==> config.mk <==
export PLATFORM = sky130hd
export DESIGN_NAME = aes32_round_seq
export DESIGN_NICKNAME = d
export VERILOG_FILES = /design/src/rtl/aes_seq_pkg.sv /design/src/rtl/aes32_lane.sv /design/src/rtl/aes32_round_seq.sv
export SDC_FILE = /design/constraint.sdc
export NUM_CORES = 2
export LEC_CHECK = 0
export ABC_AREA = 1
export CORE_ASPECT_RATIO = 0.5
export CORE_MARGIN = 2
export CORE_UTILIZATION = 60
export CTS_CLUSTER_SIZE = 12
export DETAILED_ROUTE_END_ITERATION = 8
export GPL_TIMING_DRIVEN = 0
export PLACE_DENSITY = 0.81
export SETUP_SLACK_MARGIN = 0.05
export SKIP_CTS_REPAIR_TIMING = 1
export SLEW_MARGIN = 10
export SYNTH_ARGS = -nofsm -noshare
export SYNTH_HDL_FRONTEND = slang
export SYNTH_SLANG_ARGS = --single-unit
==> constraint.sdc <==
create_clock -name clk -period 24.3 [get_ports clk]
set_input_delay 2.43 -clock clk [delete_from_list [all_inputs] [get_ports clk]]
set_output_delay 2.43 -clock clk [all_outputs]
set_load 0.01 [all_outputs]
==> src/rtl/aes_seq_pkg.sv <==
// Shared types and AES byte-step helpers for the scalar round sequencer.
// The esi/esmi functions give the rd result of one aes32esi/aes32esmi step.
package aes_seq_pkg;

    typedef enum logic [1:0] {
        IDLE = 2'd0,
        RUN  = 2'd1,
        DONE = 2'd2
    } seq_state_e;

    localparam int unsigned NWORDS        = 4;
    localparam int unsigned STEPS_PER_COL = 4;

    // State word feeding byte-step bs of column j (ShiftRows folded into the select).
    function automatic logic [1:0] word_sel(input logic [1:0] j, input logic [1:0] bs);
        return 2'(j + bs);
    endfunction

    function automatic logic [7:0] xtime(input logic [7:0] a);
        return {a[6:0], 1'b0} ^ (a[7] ? 8'h1b : 8'h00);
    endfunction

    function automatic logic [7:0] gf_mul(input logic [7:0] a, input logic [7:0] b);
        logic [7:0] acc;
        logic [7:0] p;
        acc = '0;
        p   = a;
        for (int i = 0; i < 8; i++) begin
            if (b[i]) acc = acc ^ p;
            p = xtime(p);
        end
        return acc;
    endfunction

    // S-box as GF(2^8) inverse (x^254, 0 maps to 0) followed by the affine map.
    function automatic logic [7:0] sbox(input logic [7:0] x);
        logic [7:0] p;
        logic [7:0] inv;
        p   = x;
        inv = 8'h01;
        for (int i = 1; i < 8; i++) begin
            p   = gf_mul(p, p);
            inv = gf_mul(inv, p);
        end
        return inv ^ {inv[6:0], inv[7]} ^ {inv[5:0], inv[7:6]}
                   ^ {inv[4:0], inv[7:5]} ^ {inv[3:0], inv[7:4]} ^ 8'h63;
    endfunction

    function automatic logic [31:0] rol_bytes(input logic [31:0] x, input logic [1:0] bs);
        logic [31:0] r;
        case (bs)
            2'd0:    r = x;
            2'd1:    r = {x[23:0], x[31:24]};
            2'd2:    r = {x[15:0], x[31:16]};
            default: r = {x[7:0],  x[31:8]};
        endcase
        return r;
    endfunction

    function automatic logic [31:0] aes32esi(input logic [31:0] rs1, input logic [31:0] rs2,
                                             input logic [1:0] bs);
        logic [7:0] so;
        so = sbox(8'(rs2 >> {bs, 3'b000}));
        return rs1 ^ rol_bytes({24'h0, so}, bs);
    endfunction

    function automatic logic [31:0] aes32esmi(input logic [31:0] rs1, input logic [31:0] rs2,
                                              input logic [1:0] bs);
        logic [7:0] so;
        logic [7:0] so2;
        so  = sbox(8'(rs2 >> {bs, 3'b000}));
        so2 = xtime(so);
        return rs1 ^ rol_bytes({so2 ^ so, so, so, so2}, bs);
    endfunction

endpackage

==> src/rtl/aes32_lane.sv <==
// One column lane: esmi and esi byte-steps, rd select on last-round flag,
// and the accumulator that chains rd back into rs1.
module aes32_lane
    import aes_seq_pkg::*;
(
    input  logic        i_clk,
    input  logic        i_rst,
    input  logic        i_en,
    input  logic [1:0]  i_bs,
    input  logic        i_last,
    input  logic [31:0] i_rs2,
    input  logic [31:0] i_key,
    output logic [31:0] o_rd_c
);

    logic [31:0] r_acc;
    logic [31:0] w_rs1;
    logic [31:0] w_rd_mid;
    logic [31:0] w_rd_fin;

    // First step of a column seeds rs1 with the round key word.
    assign w_rs1    = (i_bs == 2'd0) ? i_key : r_acc;
    assign w_rd_mid = aes32esmi(w_rs1, i_rs2, i_bs);
    assign w_rd_fin = aes32esi(w_rs1, i_rs2, i_bs);
    assign o_rd_c   = i_last ? w_rd_fin : w_rd_mid;

    always_ff @(posedge i_clk or posedge i_rst) begin
        if (i_rst) begin
            r_acc <= '0;
        end else if (i_en) begin
            r_acc <= o_rd_c;
        end
    end

endmodule

==> src/rtl/aes32_round_seq.sv <==
// Sequences one AES-128 encrypt round as scalar byte-steps across LANES columns
// and returns the 128-bit next state over a valid/ready handshake.
module aes32_round_seq
    import aes_seq_pkg::*;
#(
    parameter int unsigned LANES = 1
) (
    input  logic         clk,
    input  logic         rst,
    input  logic         in_valid,
    output logic         in_ready,
    input  logic [127:0] in_state,
    input  logic [127:0] in_rkey,
    input  logic         in_last,
    input  logic         flush,
    output logic         out_valid,
    input  logic         out_ready,
    output logic [127:0] out_state,
    output logic         busy
);

    localparam int unsigned STEPS = (NWORDS * STEPS_PER_COL) / LANES;
    localparam int unsigned CNT_W = (STEPS > 1) ? $clog2(STEPS) : 1;
    localparam logic [CNT_W-1:0] CNT_LAST = CNT_W'(STEPS - 1);

    if (!(LANES == 1 || LANES == 2 || LANES == 4)) begin : g_bad_lanes
        $error("aes32_round_seq: LANES must be 1, 2 or 4");
    end

    seq_state_e       r_state;
    seq_state_e       w_state_next;
    logic [CNT_W-1:0] r_cnt;
    logic [CNT_W-1:0] w_cnt_next;
    logic             w_accept;
    logic             w_step_en;
    logic             w_done_step;

    logic [127:0]     r_st;
    logic [127:0]     r_key;
    logic             r_last;
    logic [127:0]     r_res;
    logic [127:0]     w_res_next;
    logic [127:0]     r_out_state;
    logic             r_in_ready;
    logic             r_out_valid;
    logic             r_busy;

    logic [1:0]       w_bs;
    logic [1:0]       w_col [LANES];
    logic [31:0]      w_rs2 [LANES];
    logic [31:0]      w_key [LANES];
    logic [31:0]      w_rd  [LANES];

    always_ff @(posedge clk or posedge rst) begin
        if (rst) begin
            r_state <= IDLE;
            r_cnt   <= '0;
        end else begin
            r_state <= w_state_next;
            r_cnt   <= w_cnt_next;
        end
    end

    // Next state; flush overrides every state, including an accept in IDLE.
    always_comb begin
        w_state_next = r_state;
        w_cnt_next   = r_cnt;
        w_accept     = 1'b0;
        w_step_en    = 1'b0;
        w_done_step  = 1'b0;
        if (flush) begin
            w_state_next = IDLE;
            w_cnt_next   = '0;
        end else begin
            case (r_state)
                IDLE: begin
                    if (in_valid) begin
                        w_accept     = 1'b1;
                        w_state_next = RUN;
                        w_cnt_next   = '0;
                    end
                end
                RUN: begin
                    w_step_en = 1'b1;
                    if (r_cnt == CNT_LAST) begin
                        w_done_step  = 1'b1;
                        w_state_next = DONE;
                        w_cnt_next   = '0;
                    end else begin
                        w_cnt_next = r_cnt + CNT_W'(1);
                    end
                end
                DONE: begin
                    if (out_ready) w_state_next = IDLE;
                end
                default: begin
                    w_state_next = IDLE;
                    w_cnt_next   = '0;
                end
            endcase
        end
    end

    assign w_bs = 2'(r_cnt);

    for (genvar l = 0; l < LANES; l++) begin : g_lane
        assign w_col[l] = 2'(32'(r_cnt >> 2) * LANES + 32'(l));
        assign w_rs2[l] = r_st[32*word_sel(w_col[l], w_bs) +: 32];
        assign w_key[l] = r_key[32*w_col[l] +: 32];

        aes32_lane u_lane (
            .i_clk  (clk),
            .i_rst  (rst),
            .i_en   (w_step_en),
            .i_bs   (w_bs),
            .i_last (r_last),
            .i_rs2  (w_rs2[l]),
            .i_key  (w_key[l]),
            .o_rd_c (w_rd[l])
        );
    end

    // A column's final byte-step lands its rd in the result word.
    always_comb begin
        w_res_next = r_res;
        if (w_bs == 2'd3) begin
            for (int l = 0; l < LANES; l++) begin
                w_res_next[32*w_col[l] +: 32] = w_rd[l];
            end
        end
    end

    always_ff @(posedge clk or posedge rst) begin
        if (rst) begin
            r_st        <= '0;
            r_key       <= '0;
            r_last      <= 1'b0;
            r_res       <= '0;
            r_out_state <= '0;
            r_in_ready  <= 1'b1;
            r_out_valid <= 1'b0;
            r_busy      <= 1'b0;
        end else begin
            if (w_accept) begin
                r_st   <= in_state;
                r_key  <= in_rkey;
                r_last <= in_last;
            end
            if (w_step_en) r_res <= w_res_next;
            if (w_done_step) r_out_state <= w_res_next;
            r_in_ready  <= (w_state_next == IDLE);
            r_out_valid <= (w_state_next == DONE);
            r_busy      <= (w_state_next != IDLE);
        end
    end

    assign in_ready  = r_in_ready;
    assign out_valid = r_out_valid;
    assign out_state = r_out_state;
    assign busy      = r_busy;

endmodule

==> flow_metrics.env <==
export IMPL_rsz0062_at_grt="false"
export IMPL_synth_area_leader_cell="nand2_1"
export IMPL_cp_common_cell="nand2_1"
export IMPL_endpoint_kind="flop"
export IMPL_coreArea_um2=75200
export IMPL_die_area_um2=78500
export IMPL_finalHoldViolations=0
export IMPL_arrival_ns=19.43
export IMPL_post_route_util_pct=69.9
export IMPL_rr_startpoint="r_cnt[2]$_DFFE_PP0P_"
export IMPL_reg2reg_to="out_state[58]$_DFFE_PP0P_"
export IMPL_finalClockSkew_ns=0.0369
export IMPL_synth_nets=7969
export IMPL_synthTopCellsByCount="nand2_1, nand3_1, dfrtp_1"
export IMPL_post_place_cells=9109
export IMPL_cpMaxStageDelayCell="clkbuf_1"
export IMPL_fill_cells=6878
export IMPL_cp_start_kind="flop"
export IMPL_clock_fmax_ghz=0.0531
export IMPL_grt_max_degree=123
export IMPL_place_gp_congestion=1.04
export IMPL_syn_mean_instance_area_um2=5.94
export IMPL_synth_most_common_cell="nand2_1"
export IMPL_antenna_left=0
export IMPL_drtIter0Drc=6134
export IMPL_finalCritPeriodShare_pct=77.5
export IMPL_fin_nets=8421
export IMPL_place_hpwl_um=127000
export IMPL_yosysWarningCount=0
export IMPL_ios=393
export IMPL_finalSetupTns_ns=0
export IMPL_initial_core_util_pct=60.7
export IMPL_hold_ws_ns=0.477
export IMPL_reg2regPathDepth=116
export IMPL_rows=71
export IMPL_synth_top_cell_area_share_pct=31.4
export IMPL_ys_ff_latch=540
export IMPL_h_tree_depth=2
export IMPL_ys_top_cells_by_area="nand2_1, dfrtp_1, nand3_1"
export IMPL_clockBufferDepth=3
export IMPL_worstSetupPathType="flop to flop"
export IMPL_routed_wl_um=164000
export IMPL_critPathRequiredTime_ns=24.90
export IMPL_cp_slowest_stage_delay_ns=0.56
export IMPL_track_usage_pct=40.8
export IMPL_antenna_found_initial=4
export IMPL_relSlewSlack_pct=14.9
export IMPL_clk_pin_slew_worst_paths_ns=0.07
export IMPL_detail_route_wl_per_cell_um=17.8
export IMPL_synth_edff_count=0
export IMPL_hold_end="r_key[1]$_DFFE_PP0P_"
export IMPL_cts_tree="yes"
export IMPL_cts_made_buffers=53
export IMPL_worstHoldStart="r_key[1]$_DFFE_PP0P_"
export IMPL_route_detailed_drc=0
export IMPL_postSynth_asyncResetShare_pct=100
export IMPL_grt_pass1_vias=47109
export IMPL_reg2reg_slack_ns=5.47
export IMPL_die_h_um=199
export IMPL_clk_insertion_delay_late_ns=0.66
export IMPL_holdPathStages=2
export IMPL_viasPerCell=5.65
export IMPL_grt_overflow=0
export IMPL_synth_area_um2=45700
export IMPL_die_width_um=394
export IMPL_drive_gt1_share_pct=7.71
export IMPL_period_needed_ns=18.83
export IMPL_drv_slew=0
export IMPL_worst_slew_pin_slew_ns=1.27
export IMPL_grt_pass1_wl_um=253000
export IMPL_portBuffers=392
export IMPL_cap_violations=0
export IMPL_synth_distinct_cells=63
export IMPL_clock_sinks=540
export IMPL_clock_root_buffer="clkbuf_16"
export IMPL_setup_viol=0
export IMPL_hold_class="flop to flop"
export IMPL_seq_area_frac_synth_pct=29.6
export IMPL_synth_ff_type="dfrtp_1"
export IMPL_first_pass_iters=9
export IMPL_fin_cells=9185
export IMPL_status="finished clean"
export IMPL_cp_max_fo=10
export IMPL_synth_cells=7690
export IMPL_area_growth_pct=15.1
export IMPL_route_vias_total=51880
## cell usage in the layout (no fill, tap or decap), drive strengths merged, types with 3 or more instances in the layout
cell type | Yosys | routed
a22o | 3 | 3
o21bai | 25 | 25
clkdlybuf4s50 | 0 | 392
nand4 | 116 | 116
clkbuf | 121 | 187
o22ai | 40 | 40
or2 | 13 | 13
a31oi | 10 | 10
o211ai | 11 | 11
clkinv | 8 | 13
o21ai | 274 | 274
nand3 | 878 | 878
and2 | 9 | 9
xnor3 | 4 | 4
nor3 | 7 | 7
nand2 | 4010 | 4010
dfrtp | 539 | 539
a21boi | 13 | 13
dlygate4sd1 | 11 | 11
xor2 | 119 | 119
xnor2 | 57 | 57
ha | 17 | 17
buf | 191 | 196
diode | 0 | 3
o2111ai | 3 | 3
nand3b | 73 | 73
nor2 | 480 | 480
a21oi | 37 | 37
a21o | 4 | 4
inv | 608 | 608
## worst max-delay path by stage
stage / endpoint / depth (start not counted) / startpoint / slack (ns)
detailed placement: out_state[32]$_DFFE_PP0P_ / 111 / r_cnt[2]$_DFFE_PP0P_ / 6.08
finish: out_state[58]$_DFFE_PP0P_ / 116 / r_cnt[2]$_DFFE_PP0P_ / 5.47
CTS: out_state[32]$_DFFE_PP0P_ / 111 / r_cnt[2]$_DFFE_PP0P_ / 6.05
floorplan: busy$_DFF_PP0_ / 1 / rst / 6.78
global route: out_state[32]$_DFFE_PP0P_ / 120 / r_cnt[2]$_DFFE_PP0P_ / 4.05
global placement: out_state[6]$_DFFE_PP0P_ / 2 / rst / 0.78
## critical path: cells and delay by family, from the launching register on
| family | cells | cell delay [ns] |
|---|---|---|
| and+or+nand+nor | 72 | 8.47 |
| adders and majority gates | 7 | 2.25 |
| xor gates and xnor gates | 10 | 2.93 |
| AOI/OAI and AO/OA | 4 | 0.55 |
| buffers and inverters | 23 | 3.99 |
| DFF | 1 | 0.52 |
## flip-flops by register name, summed over array words and instances, names as in the netlist
| name | flops |
|---|---|
| r_key | 128 |
| r_res | 114 |
| out_valid | 1 |
| r_last | 1 |
| r_state | 2 |
| out_state | 128 |
| in_ready | 1 |
| r_st | 128 |
| r_cnt | 4 |
| busy | 1 |
| g_lane.u_lane.r_acc | 32 |
## metrics by stage
step	setup WS [ns]	area [um^2]
6_report	5.47	52600
5_1_grt	4.05	52600
4_1_cts	6.05	52600
3_5_place_dp	6.08	51000
3_3_place_gp	0.775	50900
2_1_floorplan	6.78	45700
## area by class of cell
type / instances / area [um^2] / area share, %
diodes: 3 / 7.51 / 0.0143
plain buffers: 324 / 1830 / 3.49
clock buffers: 66 / 1430 / 2.71
clock inverters: 7 / 141 / 0.269
inverters: 616 / 2340 / 4.45
multi-input cells: 6210 / 28000 / 53.2
flip-flops and latches: 540 / 13500 / 25.7
well taps: 1022 / 1280 / 2.43
repair buffers: 397 / 4040 / 7.68
## cell families (layout without fill, tap and decap cells)
group / after synthesis / in the layout / synth area share [%]
XOR/XNOR: 180 / 180 / 4.14
other: 0 / 3 / 0
AO/OA/AOI/OAI: 424 / 424 / 5.17
multiplexers: 1 / 1 / 0.0219
AND/OR/NAND/NOR: 5588 / 5588 / 51.5
flip-flops: 540 / 540 / 29.6
buffers and inverters: 940 / 1410 / 9.13
adder cells (fa/ha/maj): 17 / 17 / 0.466
## metal layers
layer / global-route usage (%) / wire [um] / up-vias / part of all wire [%]
li1: - / - / 24985 / -
met1: 53.1 / 65700 / 23459 / 40
met2: 64.3 / 70900 / 2878 / 43
met3: 8.41 / 17800 / 554 / 11
met4: 22.1 / 9520 / 4 / 5.8
met5: 0 / 23 / - / 0.014
Power is left out: the tool's default activity adds up to more than one toggle a clock period on the data nets, which glitch-free logic cannot reach.
